File: config.mk
export PLATFORM = sky130hd
export DESIGN_NAME = ram_arbiter
export DESIGN_NICKNAME = d
export VERILOG_FILES = /design/src/rtl/ram_arbiter.sv
export SDC_FILE = /design/constraint.sdc
export NUM_CORES = 1
export LEC_CHECK = 0
export BUFFER_PORTS_ARGS = -buffer_cell sky130_fd_sc_hd__buf_2
export CORE_ASPECT_RATIO = 0.7
export CORE_MARGIN = 1
export CORE_UTILIZATION = 25
export CTS_BUF_LIST = sky130_fd_sc_hd__clkbuf_4 sky130_fd_sc_hd__clkbuf_8
export DETAILED_ROUTE_END_ITERATION = 7
export PLACE_DENSITY = 0.77
export SLEW_MARGIN = 25
export SYNTH_ARGS = -nofsm -noshare
export SYNTH_HDL_FRONTEND = slang
export SYNTH_SLANG_ARGS = --single-unit
File: constraint.sdc
create_clock -name clk -period 2.4 [get_ports clk]
set_input_delay 0.12 -clock clk [delete_from_list [all_inputs] [get_ports clk]]
set_output_delay 0.12 -clock clk [all_outputs]
set_load 0.01 [all_outputs]
File: src/rtl/ram_arbiter.sv
// ram_arbiter: shares one single-port synchronous RAM between the 6502 core
// (port A) and the loader/DMA path (port B). One access per cycle goes to the
// RAM. Grants are combinational. Read data is steered back to the port that
// issued the read, one cycle after the grant.
module ram_arbiter #(
  parameter int AW           = 16,
  parameter int DW           = 8,
  parameter int ARB_MODE     = 0,
  parameter int STARVE_LIMIT = 4
) (
  input  logic          clk,
  input  logic          rst_n,
  // port A (6502 core)
  input  logic          a_req,
  input  logic          a_we,
  input  logic [AW-1:0] a_addr,
  input  logic [DW-1:0] a_wdata,
  output logic          a_gnt,
  output logic          a_rvalid,
  output logic [DW-1:0] a_rdata,
  // port B (loader / DMA)
  input  logic          b_req,
  input  logic          b_we,
  input  logic [AW-1:0] b_addr,
  input  logic [DW-1:0] b_wdata,
  output logic          b_gnt,
  output logic          b_rvalid,
  output logic [DW-1:0] b_rdata,
  // RAM side
  output logic [AW-1:0] ram_addr,
  output logic          ram_we,
  output logic          ram_re,
  output logic [DW-1:0] ram_din,
  input  logic [DW-1:0] ram_dout
);

  typedef enum logic {
    WIN_A = 1'b0,
    WIN_B = 1'b1
  } win_t;

  localparam logic [7:0] LIMIT = 8'(STARVE_LIMIT);

  win_t       last_win;
  logic [7:0] starve_cnt;
  logic       pend_a_p1;
  logic       pend_b_p1;
  logic       a_tie;
  logic       a_win;
  logic       b_win;

  // Saturating increment keeps the starvation counter from wrapping to zero.
  function automatic logic [7:0] sat_inc(input logic [7:0] v);
    return (v == 8'hFF) ? v : v + 8'd1;
  endfunction

  // Who wins when both ports request in the same cycle.
  function automatic logic a_wins_tie(input win_t lw, input logic [7:0] cnt);
    if (ARB_MODE == 0) return (lw == WIN_B);
    else               return (cnt < LIMIT);
  endfunction

  // Grant decision; ungated by reset so the flops never see rst_n as data.
  always_comb begin
    a_tie = a_wins_tie(last_win, starve_cnt);
    a_win = a_req & (~b_req | a_tie);
    b_win = b_req & (~a_req | ~a_tie);
  end

  // Outputs: grants and RAM strobes are forced low while reset is held.
  always_comb begin
    a_gnt    = a_win & rst_n;
    b_gnt    = b_win & rst_n;
    ram_addr = b_gnt ? b_addr  : a_addr;
    ram_din  = b_gnt ? b_wdata : a_wdata;
    ram_we   = (a_gnt & a_we)  | (b_gnt & b_we);
    ram_re   = (a_gnt & ~a_we) | (b_gnt & ~b_we);
  end

  // ---- stage p1: read return, valid one cycle after the grant ----
  // Pending-read flags mark which port owns the RAM output next cycle.
  always_ff @(posedge clk or negedge rst_n) begin
    if (!rst_n) begin
      pend_a_p1 <= 1'b0;
      pend_b_p1 <= 1'b0;
    end else begin
      pend_a_p1 <= a_win & ~a_we;
      pend_b_p1 <= b_win & ~b_we;
    end
  end

  // Round-robin history: remembers the port granted most recently.
  always_ff @(posedge clk or negedge rst_n) begin
    if (!rst_n) begin
      last_win <= WIN_B;
    end else if (a_win) begin
      last_win <= WIN_A;
    end else if (b_win) begin
      last_win <= WIN_B;
    end
  end

  // Starvation counter: consecutive cycles B has asked and been refused.
  always_ff @(posedge clk or negedge rst_n) begin
    if (!rst_n) begin
      starve_cnt <= 8'd0;
    end else if (b_req & ~b_win) begin
      starve_cnt <= sat_inc(starve_cnt);
    end else begin
      starve_cnt <= 8'd0;
    end
  end

  // Read data is zero whenever the port has no valid response.
  always_comb begin
    a_rvalid = pend_a_p1;
    b_rvalid = pend_b_p1;
    a_rdata  = pend_a_p1 ? ram_dout : '0;
    b_rdata  = pend_b_p1 ? ram_dout : '0;
  end

endmodule

======== Word-level counts from Yosys, hierarchy flattened ========
Index checks and enable logic that the tools add are counted.
cells by class
  bitwise gates (word level) .............. 19
  multiplexer cells ....................... 6
  reductions and logical operators ........ 1
operators by type and width
  operator            number
  8-bit 2-to-1 mux    3
  16-bit 2-to-1 mux   1
  1-bit AND           10
  1-bit NOT           5
  1-bit OR            4
  1-bit 2-to-1 mux    2
  2-bit nonzero test  1
storage, ports and cells
  register bits after elaboration ......... 3
  output and inout bits ................... 46

======== Depth between registers and ports, before layout ========
Gate-level depths: netlist of run 1.
  depth in word-level cells ............... 6
  gate-level depth with buffers ........... 4

======== Worst setup path before layout of run 1 ========
Ideal clock, no wire load.
  kind .................................... register to output
  from .................................... register last_win, in the netlist a_tie
  to ...................................... output ram_addr[10]
  cell stages (with the launch flop) ...... 5
  path buffers ............................ 1
  path slack .............................. 1.068 ns
  arrival ................................. 1.212 ns
  cell sequence ........................... dfstp_2 -> nand2_2 -> nand3_4 -> buf_6 -> mux2_4
on the way
  cells in the longest elaborated chain, start to end .. 5
ends and longest elaborated chain
  what                    RTL line  source
  from (decl)             44        win_t last_win;
  from (signal assigned)  95        last_win <= WIN_B;
  from (signal assigned)  97        last_win <= WIN_A;
  from (signal assigned)  99        last_win <= WIN_B;
  1-bit NOT               67        b_win = b_req & (~a_req | ~a_tie);
  1-bit OR                67
  1-bit AND               67
  1-bit AND               73        b_gnt = b_win & rst_n;
  16-bit 2-to-1 mux       74        ram_addr = b_gnt ? b_addr : a_addr;
  to (decl)               30        output logic [AW-1:0] ram_addr,
Every way passes these cells.

======== Worst setup path after layout of run 1 ========
  from .................................... input rst_n
  to ...................................... output ram_din[1]
on the way
  cells in the longest elaborated chain, start to end .. 2
ends and longest elaborated chain
  what              RTL line  source
  from (decl)       12        input logic rst_n,
  1-bit AND         73
  8-bit 2-to-1 mux  75        ram_din = b_gnt ? b_wdata : a_wdata;
  to (decl)         33        output logic [DW-1:0] ram_din,
Every way passes these cells.

==> results of run 1 <==
## per-layer routing
| metal | vias up | wire length [um] | part of all wire, % | GRT usage, % |
|---|---|---|---|---|
| li1 | 424 | - | - | - |
| met4 | 0 | 32 | 1.5 | 8.44 |
| met3 | 4 | 158 | 7.2 | 2.39 |
| met2 | 50 | 1280 | 58 | 31.0 |
| met5 | - | 0 | 0 | 0 |
| met1 | 371 | 727 | 33 | 12.2 |
## cell usage after synthesis, drive strengths merged
library cell / count
mux2: 24
and2: 16
inv: 3
and3: 2
buf: 2
dfrtp: 2
o21ai: 2
and3b: 1
dfstp: 1
nand2: 1
nand2b: 1
nand3: 1
nand4: 1
o21a: 1
## registers in the layout (all words and copies together) (netlist names)
name / count
a_rvalid: 1
a_tie: 1
b_rvalid: 1
## cell families (layout without fill, tap and decap cells)
kind of cell	count (synthesis)	count (layout)	share of synthesized area (%)
DFF	3	3	12.3
AOI/OAI and AO/OA	3	3	2.81
muxes	24	24	54.2
and+or+nand+nor	23	23	25.3
buffers and inverters	5	115	5.42
## worst min-delay path by stage
stage | from | endpoint | slack (ns) | cells after the start
2_1_floorplan | rst_n | a_rvalid | -0.18 | 0
3_3_place_gp | rst_n | a_rvalid | -0.05 | 1
3_5_place_dp | rst_n | a_rvalid | -0.04 | 1
4_1_cts | a_req | a_tie | 0.11 | 2
5_1_grt | a_req | a_tie | 0.12 | 2
6_report | a_req | a_tie | 0.11 | 2
## worst register-to-register path, cell delays in order, from the launching register on
cell	delay [ns]
dfstp_2	0.53
nand2b_1	0.16
and3b_1	0.19
## final cells by class
cell class,instances,area (um2),area share [%]
clock buffers,4,30.0,2.47
inverters,3,11.3,0.926
multi-input cells,50,513,42.2
flip-flops and latches,3,76.3,6.28
well taps,32,40.0,3.29
repair buffers,108,546,44.9
## through the flow
stage | worst slack, ns | area, um2 | hold WS, ns | std cells | utilization, %
final | 0.491 | 1220 | 0.112 | 200 | 54.2
after global routing | 0.397 | 1220 | 0.118 | 200 | 54.2
after CTS | 0.477 | 1220 | 0.108 | 200 | 54.2
after detailed placement | 0.785 | 1180 | -0.0424 | 195 | 52.5
after global placement | 0.828 | 1180 | -0.0456 | 195 | 52.5
after floorplan | 1.07 | 623 | -0.176 | 58 | -
## where the power goes
part	internal, mW	switching [mW]	leakage (nW)
clock	0.0737	0.0277	0.0184
sequential	0.0573	0.00568	0.0369
combinational	0.128	0.0910	0.739
==> out/results.tsv, run 1 <==
stage	metric	value	unit
drt	drtPass1Iterations	2	
timing	setup_viol	0	
cts	ctsHoldBuffers	1	
worst_setup_path	crit_path_top_delay_cell	dlygate4sd3_1	
global_routing	overflow	0	
worst_setup_path	ff2ff_setup_slack	1.44	ns
worst_setup_path	worstPathBufferInverterCount	3	
yosys	seq_area_frac_synth	12.2	%
timing	fin_crit	1.91	ns
worst_setup_path	rr_startpoint	a_tie	
yosys	ys_seq_elements	3	
cts	cts.sinks	3	
worst_setup_path	crit_type	input pin to primary output	
job	maxCapViolCount	0	
die	dieHeight	43.8	um
timing	finalHoldViolCount	0	
yosys	synthDistinctLibCells	15	
global_routing	first_global_vias	730	
worst_setup_path	critical_path_depth	5	
worst_setup_path	crit_fanout	26	
yosys	yosysTopAreaCell	mux2_4	
timing	period_share	79.5	%
yosys	syn_inst	58	
power_and_ir_drop	power	0.384	mW
timing	max_slew_margin	69.9	%
worst_setup_path	cp_top_family	buffers and inverters	
drt	route.vias.total	849	
worst_setup_path	rr_endpoint	a_rvalid	
drt	routedWlPerCell	11.0	um
drt	viasPerCell	4.25	
drt	drtAntennaViolNets	0	
power_and_ir_drop	powerDensity	315	nW/um2
worst_setup_path	cp-start-kind	input pin	
place	dp.final_hpwl	1930	um
worst_setup_path	critical_path.endpoint	ram_din[1]	
cts	tritoncts	done	
finish	nFillCells	218	
global_routing	track_usage	14.6	%
cts	clockRootBuffer	clkbuf_4	
timing	slew_violations	0	
cts	clock_latency	0.23	ns
drt	drtIter0Drc	11	
cts	clockBufferDepth	2	
yosys	postSynthAreaPerCell	10.7	um2
worst_setup_path	cp_data_arrival_time	1.79	ns
worst_setup_path	r2r_cells	2	
power_and_ir_drop	ir_worst_vdd	0.106	mV
global_routing	grt_max_degree	27	
yosys	yosys-top-cells-area	mux2_4 (43%), and2_1 (16%), mux2_2 (11%)	
yosys	synth_nets	120	
finish	final_cell_mix	buf_2 (107), mux2_4 (18), and2_1 (16)	
cts	cts_made_buffers	3	
finish	layout-drive-gt1-share	82.1	%
timing	fin_skew	0.00799	ns
power_and_ir_drop	p_leak	0.794	nW
run_status	status	completed	
cts	cts_setup_buffers	0	
global_routing	grt_pass1_wl	2870	um
finish	num-nets-final	231	
timing	finalSetupTns	0	ns
worst_setup_path	cp-end-kind	primary output	
die	die_x	61.7	um
finish	diodes	0	
die	row_count	14	
place	portBuffers	107	
die	io_pins	108	
yosys	yosysTopAreaCellShare	43.4	%
global_routing	antenna_found_initial	0	
die	die-area	2700	um2
yosys	syn_area	623	um2
worst_setup_path	path_cells	dlygate4sd3_1 -> buf_2 -> nand3_4 -> mux2_4 -> buf_2	
drt	drcViolationCount	0	
cts	htree_levels	1	
die	core_area	2240	um2
timing	fmax	524	MHz
drt	routed_wl	2200	um
worst_setup_path	cp-startpoint	rst_n	
yosys	synth_warnings	0	
finish	syn_to_final_growth	95.2	%
worst_setup_path	crit_top_cell	buf_2	
timing	rsz0062_at_grt	no	
finish	layout_commonest_cell	buf_2	
hold_path	min_path_type	input pin to flip-flop	
worst_setup_path	worstPathRequired	2.28	ns
cts	clk_pin_slew_worst_paths	0.04	ns
place	finalWeightedCongestion	0.697	
timing	tightest_slew	0.452	ns
cts	cts_resized	0	
worst_setup_path	slowest_delay	0.52	ns
die	initial_utilization	27.8	%
(Power assumes the default switching activity.)
==> inputs of run 2 (changes only) <==
--- a/config.mk
+++ b/config.mk
@@ -5,13 +5,14 @@
 export SDC_FILE = /design/constraint.sdc
 export NUM_CORES = 1
 export LEC_CHECK = 0
+export ABC_AREA = 1
 export BUFFER_PORTS_ARGS = -buffer_cell sky130_fd_sc_hd__buf_2
 export CORE_ASPECT_RATIO = 0.7
 export CORE_MARGIN = 1
 export CORE_UTILIZATION = 25
 export CTS_BUF_LIST = sky130_fd_sc_hd__clkbuf_4 sky130_fd_sc_hd__clkbuf_8
 export DETAILED_ROUTE_END_ITERATION = 7
-export PLACE_DENSITY = 0.77
+export PLACE_DENSITY = 0.71
 export SLEW_MARGIN = 25
 export SYNTH_ARGS = -nofsm -noshare
 export SYNTH_HDL_FRONTEND = slang
==> constraint.sdc (replaced) <==
create_clock -name clk -period 1.9 [get_ports clk]
set_input_delay 0.095 -clock clk [delete_from_list [all_inputs] [get_ports clk]]
set_output_delay 0.095 -clock clk [all_outputs]
set_load 0.01 [all_outputs]
==> out/results.tsv, run 2 <==
stage	metric	value	unit
yosys	postSynthAreaPerCell	5.33	um2
timing	holdWs	0.0659	ns
yosys	syn_area	741	um2
cts	htree_levels	1	
timing	fin_crit	1.65	ns
yosys	syn_inst	139	
finish	layout_commonest_cell	buf_2	
die	row_count	16	
drt	routed_wl	2670	um
yosys	ys_seq_elements	3	
run_status	status	completed	
place	finalWeightedCongestion	0.816	
place	portBuffers	107	
cts	cts_resized	0	
finish	syn_to_final_growth	77.0	%
cts	clockRootBuffer	clkbuf_8	
cts	cts.sinks	3	
yosys	netlist_top_cells_count	nand2_1 (60), nand4_1 (28), inv_1 (21)	
timing	finalHoldViolCount	0	
cts	cts_made_buffers	3	
finish	regArea	76.3	um2
die	die_x	67.1	um
timing	tightest_slew	0.338	ns
die	dieHeight	47.5	um
finish	layout-drive-gt1-share	51.9	%
yosys	synth-async-reset-ratio	100	%
global_routing	grt_use_met1	19.0	%
finish	num-nets-final	304	
power_and_ir_drop	ir_worst_vdd	0.536	mV
drt	routedWlPerCell	9.63	um
drt	drcViolationCount	0	
worst_setup_path	worstPathBufferInverterCount	1	
power_and_ir_drop	powerDensity	427	nW/um2
worst_setup_path	crit_top_cell	nand2_1	
die	core_area	2800	um2
timing	slew_violations	0	
drt	drtPass1Iterations	4	
worst_setup_path	crit_path_top_delay_cell	dfstp_2	
cts	clk_pin_slew_worst_paths	0.03	ns
yosys	synthDistinctLibCells	15	
global_routing	overflow	0	
finish	diodes	0	
worst_setup_path	cp-end-kind	primary output	
finish	final_cell_mix	buf_2 (107), nand2_1 (60), nand4_1 (28)	
yosys	yosys-top-cells-area	nand2_1 (30%), nand4_1 (24%), inv_1 (11%)	
worst_setup_path	cp-start-kind	flip-flop	
timing	rsz0062_at_grt	no	
cts	clock_latency	0.21	ns
global_routing	grt_use_met3	4.05	%
yosys	synth.most_common_cell	nand2_1	
worst_setup_path	worstPathRequired	1.80	ns
global_routing	use_met2	21.4	%
yosys	synth_edf_count	0	
hold_path	min_path_type	input pin to flip-flop	
drt	drtIter0Drc	65	
die	initial_utilization	26.4	%
cts	clockBufferDepth	2	
finish	nFillCells	311	
timing	max_slew_margin	77.5	%
yosys	synth_nets	201	
worst_setup_path	crit_fanout	28	
yosys	yosysTopAreaCell	nand2_1	
worst_setup_path	path_cells	nand2_4 -> nand3_4 -> nand2_1 -> nand2_1 -> buf_2	
timing	period_share	87.1	%
global_routing	grt_pass1_wl	3380	um
timing	fmax	604	MHz
place	dp.final_hpwl	2070	um
worst_setup_path	ff2ff_setup_slack	0.86	ns
timing	setup_viol	0	
global_routing	busiest_layer	met2	
job	maxCapViolCount	0	
die	die-area	3190	um2
worst_setup_path	crit_type	flip-flop to primary output	
global_routing	track_usage	13.6	%
global_routing	first_global_vias	755	
finish	post-route-util	46.8	%
drt	route.vias.total	1203	
yosys	yosysTopAreaCellShare	30.4	%
worst_setup_path	cp_top_family	simple AND/OR/NAND/NOR gates	
global_routing	grt_max_degree	29	
worst_setup_path	cp_data_arrival_time	1.56	ns
power_and_ir_drop	p_leak	0.972	nW
yosys	seq_area_frac_synth	10.3	%
timing	finalSetupTns	0	ns
cts	tritoncts	done	
worst_setup_path	slowest_delay	0.54	ns
die	io_pins	108	
drt	drtAntennaViolNets	0	
yosys	synth_ff_type	dfrtp_1	
finish	multi_input_area	502	um2
yosys	synth_warnings	0	
drt	viasPerCell	4.34	
global_routing	antenna_found_initial	0	
timing	fin_skew	0.00204	ns
[run 2: worst register-to-register path, stage by stage (launching register included)]
cell and delay [ns]:
dfstp_2 0.54, nand2_4 0.18, nand2_1 0.13, o21ai_0 0.09
[run 2: logic make-up (layout without fill, tap and decap cells)]
kind of cell / Yosys count / after routing / share of synthesized area [%]
buf+inv: 33 / 135 / 22.0
compound gates: 1 / 1 / 0.675
flops: 3 / 3 / 10.3
simple gates: 102 / 102 / 67.1
[run 2: cell type report]
class / instances / area share [%]
Timing Repair Buffer: 110 / 42.7
Sequential cell: 3 / 5.82
Clock buffer: 4 / 3.72
Tap cell: 36 / 3.44
Inverter: 21 / 6.01
Multi-Input combinational cell: 103 / 38.3
[run 2: worst paths after layout]
check | cells after the start | endpoint | startpoint
max reg2reg | 3 | a_tie | a_tie
min in group asynchronous | 2 | a_rvalid | rst_n
max | 5 | ram_addr[1] | a_tie
min reg2reg | 2 | a_tie | a_tie
min | 2 | b_rvalid | b_we
max in group asynchronous | 3 | a_tie | rst_n
[run 2: what timing repair did]
item                                   4_1_cts  5_1_grt
buffers inserted                             0        0
hold buffers                                 1        0
endpoints found under the hold margin        2        0
[run 2: metrics by stage]
| stage | cells | area, um2 | power (mW) | setup slack [ns] |
|---|---|---|---|---|
| floorplan | 139 | 741 | 0.232 | 0.814 |
| global placement | 272 | 1250 | 0.362 | 0.490 |
| detailed placement | 272 | 1250 | 0.364 | 0.471 |
| CTS | 277 | 1310 | 0.567 | 0.244 |
| global route | 277 | 1310 | 0.613 | 0.105 |
| finish | 277 | 1310 | 0.560 | 0.245 |
[run 2: routing by layer]
metal  part of all wire [%]  vias up
li1                       -      647
met2                     47       47
met4                      0        0
met3                    7.4        0
met5                      0        -
met1                     46      509
[run 2: power breakdown]
part	internal, mW	switching (mW)	total (mW)
sequential	0.0709	0.00831	0.0792
clock	0.157	0.0382	0.195
combinational	0.127	0.158	0.285
total	0.355	0.204	0.560
